`src/rtl/spawn_pkg.sv`:
```
// Shared types and the per-level release table
// for the obstacle spawn scheduler.
package spawn_pkg;

    typedef enum logic [1:0] {
        IDLE,
        RUN,
        FROZEN,
        DONE
    } sched_state_t;

    localparam int NUM_OBJ_DEF = 20;

    // Second at which each object slot is released.
    localparam int unsigned RELEASE_SEC [0:NUM_OBJ_DEF-1] = '{
        0, 2, 3, 3, 4, 5, 5, 6, 7, 8,
        8, 9, 10, 10, 11, 12, 12, 13, 14, 15
    };

endpackage

```
`src/rtl/spawn_scheduler_frame_tick_gen.sv`:
```
// Vsync falling-edge detector and frame prescaler
// producing frame and second ticks.
module frame_tick_gen #(
    parameter int FRAME_DIV = 60
) (
    input  logic Clk,
    input  logic Reset,
    input  logic vs,
    input  logic clear,
    input  logic enable,
    output logic frame_tick,
    output logic sec_tick
);

    localparam int CNT_W = (FRAME_DIV > 1) ? $clog2(FRAME_DIV) : 1;

    logic             vs_q;
    logic [CNT_W-1:0] frame_cnt;
    logic             last;

    assign last     = (frame_cnt == CNT_W'(FRAME_DIV - 1));
    assign sec_tick = enable & frame_tick & last;

    // Registered falling-edge detect on vsync, free-running in every state.
    always_ff @(posedge Clk) begin
        if (!Reset) begin
            vs_q       <= 1'b1;
            frame_tick <= 1'b0;
        end else begin
            vs_q       <= vs;
            frame_tick <= vs_q & ~vs;
        end
    end

    // Frames-per-second prescaler; only advances while play is running.
    always_ff @(posedge Clk) begin
        if (!Reset || clear) begin
            frame_cnt <= '0;
        end else if (enable && frame_tick) begin
            frame_cnt <= last ? '0 : frame_cnt + CNT_W'(1);
        end
    end

endmodule

```
`src/rtl/spawn_scheduler.sv`:
```
// Level sequencer: releases falling objects on
// schedule and tracks their end of travel.
module spawn_scheduler
    import spawn_pkg::*;
#(
    parameter int NUM_OBJ   = NUM_OBJ_DEF,
    parameter int FRAME_DIV = 60,
    parameter int SEC_W     = 10
) (
    input  logic               Clk,
    input  logic               Reset,
    input  logic               vs,
    input  logic               start,
    input  logic               restart,
    input  logic               collision,
    input  logic [NUM_OBJ-1:0] end_level,
    output logic [NUM_OBJ-1:0] obj_ready,
    output logic [SEC_W-1:0]   seconds,
    output logic               frame_tick,
    output logic               level_done,
    output logic               frozen
);

    sched_state_t       state;
    logic [NUM_OBJ-1:0] done_mask;
    logic [NUM_OBJ-1:0] ready_next;
    logic [NUM_OBJ-1:0] done_next;
    logic               sec_tick;
    logic               run_en;
    logic               clr;

    // Collision and restart both pre-empt counting in the same cycle.
    assign run_en = (state == RUN) & ~restart & ~collision;
    assign clr    = restart | (state == IDLE);

    frame_tick_gen #(
        .FRAME_DIV (FRAME_DIV)
    ) u_tick (
        .Clk        (Clk),
        .Reset      (Reset),
        .vs         (vs),
        .clear      (clr),
        .enable     (run_en),
        .frame_tick (frame_tick),
        .sec_tick   (sec_tick)
    );

    // Per-slot release and completion; finishing wins over release.
    for (genvar i = 0; i < NUM_OBJ; i++) begin : g_obj
        logic due;
        logic fin;
        assign due           = 32'(seconds) >= RELEASE_SEC[i];
        assign fin           = obj_ready[i] & end_level[i];
        assign done_next[i]  = done_mask[i] | fin;
        assign ready_next[i] = ~fin & (obj_ready[i] | (~done_mask[i] & due));
    end

    // Level FSM with registered outputs, seconds counter and slot masks.
    always_ff @(posedge Clk) begin
        if (!Reset || restart) begin
            state      <= IDLE;
            seconds    <= '0;
            obj_ready  <= '0;
            done_mask  <= '0;
            level_done <= 1'b0;
            frozen     <= 1'b0;
        end else begin
            unique case (state)
                IDLE: begin
                    seconds   <= '0;
                    obj_ready <= '0;
                    done_mask <= '0;
                    if (start) state <= RUN;
                end
                RUN: begin
                    if (collision) begin
                        state  <= FROZEN;
                        frozen <= 1'b1;
                    end else begin
                        if (sec_tick && !(&seconds))
                            seconds <= seconds + SEC_W'(1);
                        done_mask <= done_next;
                        if (&done_next) begin
                            state      <= DONE;
                            level_done <= 1'b1;
                            obj_ready  <= '0;
                        end else begin
                            obj_ready <= ready_next;
                        end
                    end
                end
                FROZEN: begin
                    frozen <= 1'b1;
                end
                DONE: begin
                    obj_ready <= '0;
                end
                default: begin
                    state <= IDLE;
                end
            endcase
        end
    end

endmodule
```
`config.mk`:
```
export PLATFORM = sky130hd
export DESIGN_NAME = spawn_scheduler
export DESIGN_NICKNAME = d
export VERILOG_FILES = /design/src/rtl/spawn_pkg.sv /design/src/rtl/spawn_scheduler_frame_tick_gen.sv /design/src/rtl/spawn_scheduler.sv
export SDC_FILE = /design/constraint.sdc
export NUM_CORES = 1
export LEC_CHECK = 0
export BUFFER_PORTS_ARGS = -buffer_cell sky130_fd_sc_hd__buf_2
export CAP_MARGIN = 30
export CORE_MARGIN = 2
export CORE_UTILIZATION = 40
export CTS_CLUSTER_SIZE = 10
export DETAILED_ROUTE_END_ITERATION = 12
export SYNTH_ARGS = -nofsm -noshare
export SYNTH_HDL_FRONTEND = slang
export SYNTH_SLANG_ARGS = --single-unit
```
`constraint.sdc`:
```
create_clock -name Clk -period 4.7 [get_ports Clk]
set_input_delay 0.235 -clock Clk [delete_from_list [all_inputs] [get_ports Clk]]
set_output_delay 0.235 -clock Clk [all_outputs]
set_load 0.01 [all_outputs]
```
==> impl_metrics.csv, run 1 <==
group,metric,value,unit
layout,num-nets-final,454,
die,io_pins,59,
layout,fillers,686,
die,core-area,6870,um2
synth,ys_async_sr_fraction,0,
detailed_routing,drt-wirelength-per-cell,14.4,um
setup_path,critPathMaxStageDelay,0.50,ns
timing,post-route-min-period,2.25,ns
layout,syn_to_final_growth,22.3,%
synth,ys_ff_latch,62,
pwr,power_leakage,1.27,nW
detailed_routing,wirelength,7510,um
synth,syn_area,2870,um2
layout,layout_common_cells,"62 x dfxtp_1, 58 x buf_2, 57 x nor2_1, 51 x a21oi_1, 37 x nand2_1",
timing,timing.fmax,444,MHz
layout,fin_area,3510,um2
detailed_routing,avgViaCountPerCell,5.36,
detailed_routing,ant_nets,0,
timing,finalHoldViolations,0,
synth,synth_top_cell_area_share,0.433,
setup_path,cp_max_fo,9,
setup_path,startpoint_type,"flip-flop",
synth,synthCells,360,
placed_design,routabilityCongestion,0.803,
worst_hold_path,worstHoldPathType,"in -> reg",
grt,antenna_found_initial,0,
clock_tree,cts_made_buffers,9,
die,start_util,0.417,
setup_path,path_buf_inv,0,
synth,ys_seq_area_frac,0.433,
clock_tree,cts.path.max_buffers,2,
clock_tree,clock-sinks,62,
setup_path,critical_path.top_delay_family,"simple AND/OR/NAND/NOR gates",
clock_tree,ctsResizeCount,0,
timing,drv_slew,0,
placed_design,io_buffer_count,58,
timing,tightestPinTransition,1.06,ns
worst_hold_path,min_from,"vs",
detailed_routing,num_vias,2790,
detailed_routing,firstDrtPassIters,4,
worst_hold_path,hold_path_end,"u_tick.vs_q$_SDFF_PN1_",
grt,grt_pass1_wl,12200,um
outcome,status,"complete, no violations",
placed_design,dp_slack,2.35,ns
setup_path,crit_required,4.93,ns
synth,synthTopCellsByArea,"dfxtp_1 43%, a21oi_1 8.9%, nor2_1 7.5%",
setup_path,rr_endpoint,"seconds[9]$_SDFFE_PP0P_",
clock_tree,cts.clk_slew.worst_paths,0.07,ns
synth,synth.avg_cell_area,7.97,um2
timing,setup_viol_count_final,0,
detailed_routing,drt_iter0_drc,182,
synth,synthFlopType,"dfxtp_1",
clock_tree,post_cts_buffers,0,
setup_path,criticalPathCategory,"reg -> reg",
timing,finalCritPeriodShare,0.479,
grt,grt_usage,0.202,
clock_tree,htree_levels,3,
synth,yosysWarnings,0,
grt,grt_max_degree,27,
layout,drive_above_1_share,0.195,
layout,final_common_cell,"dfxtp_1",
placed_design,place_area,3260,um2
synth,yosys.area.top_type,"dfxtp_1",
synth,syn_nets,394,
timing,rsz0062_at_grt,"false",
setup_path,cp.arrival,2.48,ns
setup_path,cp-end-kind,"flip-flop",
timing,finClkSkew,0.00850,ns
setup_path,reg2reg_depth,7,
placed_design,dpl.hpwl,5310,um
die,die_x,88.7,um
setup_path,cp_cell_sequence,"ha_1, nand3_1, nor3_1, o21a_1, or4_1, xor2_1, nor2_1",
grt,grt_pass1_vias,2529,
setup_path,slowest_stage,"dfxtp_1",
clock_tree,clock-root-buffer,"clkbuf_8",
timing,max_slew_margin,0.290,
pwr,irDropWorstVdd,0.207,mV
timing,tns,0,ns
clock_tree,cts_hold_buf,0,
worst_hold_path,whs_path_depth,2,
synth,synth_edf_count,0,
layout,num_antenna_cells,0,
die,fp.dieH,88.7,um
grt,grt.overflow.total,0,
synth,ys_types,36,
run,drv_cap,0,
detailed_routing,drc,0,
clock_tree,cts_tree,"yes",
die,dieArea,7860,um2
timing,postLayoutSetupSlackWorst,2.45,ns
setup_path,r2r_setup_slack,2.45,ns
die,num_rows,30,
clock_tree,clock_latency,0.34,ns
pwr,power_density,331,nW/um2
setup_path,rr_startpoint,"seconds[1]$_SDFFE_PP0P_",
[cell families after synthesis]
group | synth area share
simple gates | 0.235
fa+ha+maj | 0.0349
flops | 0.433
compound gates | 0.227
xor+xnor | 0.0366
buf+inv | 0.0332
[final cells by class]
type	count	area, um2	share of cell area
Multi-Input combinational cell	273	1540	0.438
Sequential cell	62	1240	0.354
Timing Repair Buffer	62	332	0.0945
Clock buffer	13	169	0.0482
Tap cell	96	120	0.0342
Clock inverter	3	65.1	0.0186
Inverter	12	45.0	0.0128
[Yosys cell counts (2+ instances only)]
cell and instances:
inv_1 12, and2_1 2, or4_1 6, dfxtp_1 62, a2111oi_0 2, o21ai_0 21
a31oi_1 20, nor2_1 57, nand4_1 2, and3_1 2, a21oi_1 51, nand3_1 5
xnor2_1 6, nor3_1 10, or3_1 5, a211oi_1 9, ha_1 8, nor4_1 2
a32oi_1 5, nor2b_1 2, xor2_1 6, clkbuf_1 12, nand2_1 37, nand2b_1 4
[power by group]
group | total (mW) | internal, mW | leakage [nW] | switching [mW]
Combinational | 0.0860 | 0.0287 | 0.652 | 0.0573
Clock | 0.547 | 0.342 | 0.120 | 0.205
Sequential | 0.529 | 0.528 | 0.500 | 0.00131
[registers in the layout (all words and copies together) (netlist names)]
register           flops
done_mask             20
obj_ready             20
seconds               10
u_tick.frame_cnt       6
state                  2
frozen                 1
level_done             1
u_tick.frame_tick      1
u_tick.vs_q            1
[worst register-to-register path, cell delays in order (launching register included)]
cell and delay (ns):
dfxtp_1 0.50, ha_1 0.32, nand3_1 0.23, nor3_1 0.44, o21a_1 0.31, or4_1 0.17
xor2_1 0.14, nor2_1 0.05
[metrics by stage]
stage               hold slack [ns]   util  std cells  total power [mW]
floorplan                     0.330      -        360             0.590
global placement              0.399  0.473        503             0.623
detailed placement            0.407  0.475        504             0.624
CTS                          0.0991  0.509        520              1.17
global route                  0.100  0.511        521              1.21
finish                        0.115  0.511        521              1.16
[how the worst max path moves through the flow]
stage	from	to	cells after the start
floorplan	state[1]$_SDFFE_PP0P_	seconds[5]$_SDFFE_PP0P_	8
global placement	Reset	seconds[4]$_SDFFE_PP0P_	4
detailed placement	Reset	seconds[4]$_SDFFE_PP0P_	5
CTS	seconds[1]$_SDFFE_PP0P_	seconds[9]$_SDFFE_PP0P_	7
global route	seconds[1]$_SDFFE_PP0P_	seconds[3]$_SDFFE_PP0P_	7
finish	seconds[1]$_SDFFE_PP0P_	seconds[9]$_SDFFE_PP0P_	7
[per-layer routing]
| metal | routed length [um] | share of wire | global-route usage | vias to the layer above |
|---|---|---|---|---|
| met5 | 0 | 0 | 0 | - |
| met1 | 3560 | 0.47 | 0.272 | 1302 |
| met4 | 72 | 0.0096 | 0.0510 | 0 |
| li1 | - | - | - | 1411 |
| met3 | 498 | 0.066 | 0.0662 | 5 |
| met2 | 3390 | 0.45 | 0.312 | 72 |
Note: power is estimated with default switching activity, not from simulation.
==> run 2, diff against run 1 <==
--- a/config.mk
+++ b/config.mk
@@ -5,6 +5,7 @@
 export SDC_FILE = /design/constraint.sdc
 export NUM_CORES = 1
 export LEC_CHECK = 0
+export ABC_AREA = 1
 export BUFFER_PORTS_ARGS = -buffer_cell sky130_fd_sc_hd__buf_2
 export CAP_MARGIN = 30
 export CORE_MARGIN = 2
==> constraint.sdc (replaced) <==
create_clock -name Clk -period 2 [get_ports Clk]
set_input_delay 0.1 -clock Clk [delete_from_list [all_inputs] [get_ports Clk]]
set_output_delay 0.1 -clock Clk [all_outputs]
set_load 0.01 [all_outputs]
==> run 2 against run 1 <==
Total power is 110% higher. Via count is 13% higher. Clock skew is 0.00082 ns lower. Non-clock buffer count is 10 higher. Worst hold slack worse by 0.072 ns. Clock power is 78% higher. Critical path depth is 3 higher. Setup slack worse by 2.2 ns. Sequential share of layout area is 2.6 points lower. Global-route usage is 0.30 points higher. Sequential cell count stayed put. Highest routed layer unchanged.
==> impl_metrics.csv, run 2 <==
group,metric,value,unit
timing,finalHoldViolations,0,
setup_path,crit_required,2.26,ns
placed_design,dp_slack,0.142,ns
grt,globalRouteMet3Util,0.0342,
detailed_routing,drt_iter0_drc,179,
pwr,irDropWorstVdd,0.337,mV
timing,max_slew_margin,0.710,
synth,ys_async_sr_fraction,0,
die,num_rows,32,
die,fp.dieH,92.9,um
clock_tree,htree_levels,3,
synth,yosys.area.top_type,"dfxtp_1",
synth,synth_edf_count,0,
pwr,power,2.41,mW
detailed_routing,avgViaCountPerCell,4.90,
placed_design,dpl.hpwl,6010,um
run,drv_cap,0,
detailed_routing,ant_nets,0,
grt,grt_pass1_vias,2952,
grt,grt_usage,0.205,
layout,num_antenna_cells,0,
grt,grt.overflow.total,0,
clock_tree,clock-sinks,62,
synth,synth-xor-area-share,0.0166,
synth,ys_ff_latch,62,
detailed_routing,firstDrtPassIters,4,
layout,final_common_cell,"nand2_1",
synth,yosysWarnings,0,
die,die_x,92.9,um
layout,top_regs,"done_mask x20, obj_ready x20, seconds x10",
clock_tree,cts.path.max_buffers,2,
timing,finalCritPeriodShare,0.877,
setup_path,cp_max_fo,13,
synth,synthAdderAreaFrac,0.0317,
die,dieArea,8620,um2
detailed_routing,drt-wirelength-per-cell,13.1,um
timing,drv_slew,0,
clock_tree,cts_tree,"yes",
die,io_pins,59,
grt,met2_usage,0.322,
synth,synthCells,467,
synth,synth_top_cell_area_share,0.393,
outcome,status,"complete, no violations",
grt,grt_max_degree,24,
timing,finClkSkew,0.00768,ns
synth,synthTopCellsByArea,"dfxtp_1 39%, nand2_1 15%, a21oi_1 8.9%",
synth,syn_nets,501,
synth,synth.most_common_cell,"nand2_1",
setup_path,startpoint_type,"flip-flop",
detailed_routing,drc,0,
synth,ys_seq_area_frac,0.393,
synth,synth.avg_cell_area,6.76,um2
synth,synth_top_family_by_area,"simple AND/OR/NAND/NOR gates",
placed_design,io_buffer_count,58,
timing,tns,0,ns
worst_hold_path,worstHoldPathType,"in -> reg",
timing,post-route-min-period,1.75,ns
timing,whs,0.0429,ns
grt,grt_use_met1,0.277,
setup_path,criticalPathCategory,"reg -> reg",
clock_tree,clock-root-buffer,"clkbuf_8",
synth,ys_types,27,
clock_tree,cts.clk_slew.worst_paths,0.07,ns
detailed_routing,wirelength,8430,um
grt,busiest_layer,"met2",
grt,antenna_found_initial,0,
synth,yosys-top-cells-count,"128 x nand2_1, 62 x dfxtp_1, 56 x a21oi_1",
detailed_routing,num_vias,3149,
timing,postLayoutSetupSlackWorst,0.245,ns
setup_path,cp.arrival,2.02,ns
synth,synthMuxAreaShare,0,
die,start_util,0.411,
placed_design,routabilityCongestion,0.865,
layout,drive_above_1_share,0.191,
clock_tree,cts_made_buffers,9,
layout,num-nets-final,569,
synth,synth_compound_area_frac,0.141,
layout,syn_to_final_growth,20.0,%
clock_tree,clock_latency,0.34,ns
synth,syn_area,3160,um2
timing,rsz0062_at_grt,"false",
timing,timing.fmax,570,MHz
synth,synthFlopType,"dfxtp_1",
pwr,power_density,636,nW/um2
setup_path,cp-end-kind,"flip-flop",
pwr,power_leakage,1.68,nW
timing,tightestPinTransition,0.434,ns
die,core-area,7690,um2
layout,layout_common_cells,"128 x nand2_1, 62 x dfxtp_1, 58 x buf_2, 56 x a21oi_1, 54 x inv_1",
timing,setup_viol_count_final,0,
grt,grt_pass1_wl,13900,um
synth,synthSimpleGateAreaFrac,0.329,
[run 2: cell types whose count changed after synthesis, sizes merged, moves of 8 or more]
cell / previous run / this run
nand2: 37 / 135
inv: 12 / 56
nand3: 6 / 30
a31oi: 20 / 0
nand4: 2 / 11
nor2: 57 / 49
[run 2: worst paths after layout]
check | to | depth (start not counted) | slack, ns | start
setup / recovery | seconds[6]$_SDFFE_PP0P_ | 10 | 0.25 | state[1]$_SDFFE_PP0P_
hold / removal | u_tick.vs_q$_SDFF_PN1_ | 3 | 0.04 | Reset
setup reg to reg | seconds[6]$_SDFFE_PP0P_ | 10 | 0.25 | state[1]$_SDFFE_PP0P_
hold reg to reg | u_tick.frame_tick$_SDFF_PN0_ | 2 | 0.41 | u_tick.vs_q$_SDFF_PN1_
[run 2: worst max-delay path, stage by stage, from the launching register on]
cell and delay [ns]:
dfxtp_1 0.31, inv_1 0.09, ha_1 0.26, inv_2 0.14, nor2_4 0.16, nand2_4 0.10
nor2_4 0.14, o21ai_4 0.11, nand2_4 0.15, nand2_1 0.07, a21oi_1 0.14
[run 2: final cells by class]
class	instances	area [um2]
clock buffer	12	145
sequential	62	1240
multi-input combinational	334	1650
tap	102	128
timing repair buffer	72	398
inverter	56	210
fill	828	3900
clock inverter	4	22.5
[run 2: layer usage]
metal  up-vias  part of all wire
li1       1632                 -
met1      1431              0.48
met2        71              0.45
met3        15             0.047
met4         0             0.021
met5         -                 0
[run 2: logic make-up after synthesis]
logic type               count (synthesis)
buffers and inverters                   71
AND/OR/NAND/NOR                        238
XOR/XNOR                                 6
AO/OA/AOI/OAI                           82
flip-flops                              62
adder cells (fa/ha/maj)                  8
[run 2: where the power goes]
group          internal (mW)  switching, mW
Sequential              1.24        0.00315
Combinational         0.0614          0.134
Clock                  0.478          0.493
[run 2: through the flow]
step,cell area (um2),cells,util
floorplan,3160,467,-
global placement,3600,624,0.468
detailed placement,3600,624,0.468
CTS,3780,641,0.491
global route,3790,642,0.493
finish,3790,642,0.493
[run 2: what timing repair did]
item                                   in CTS  in global routing
gates resized for setup                     0                  2
hold buffers                                1                  0
setup endpoints to repair                   0                  3
buffers inserted                            0                  1
endpoints found under the hold margin       2                  0
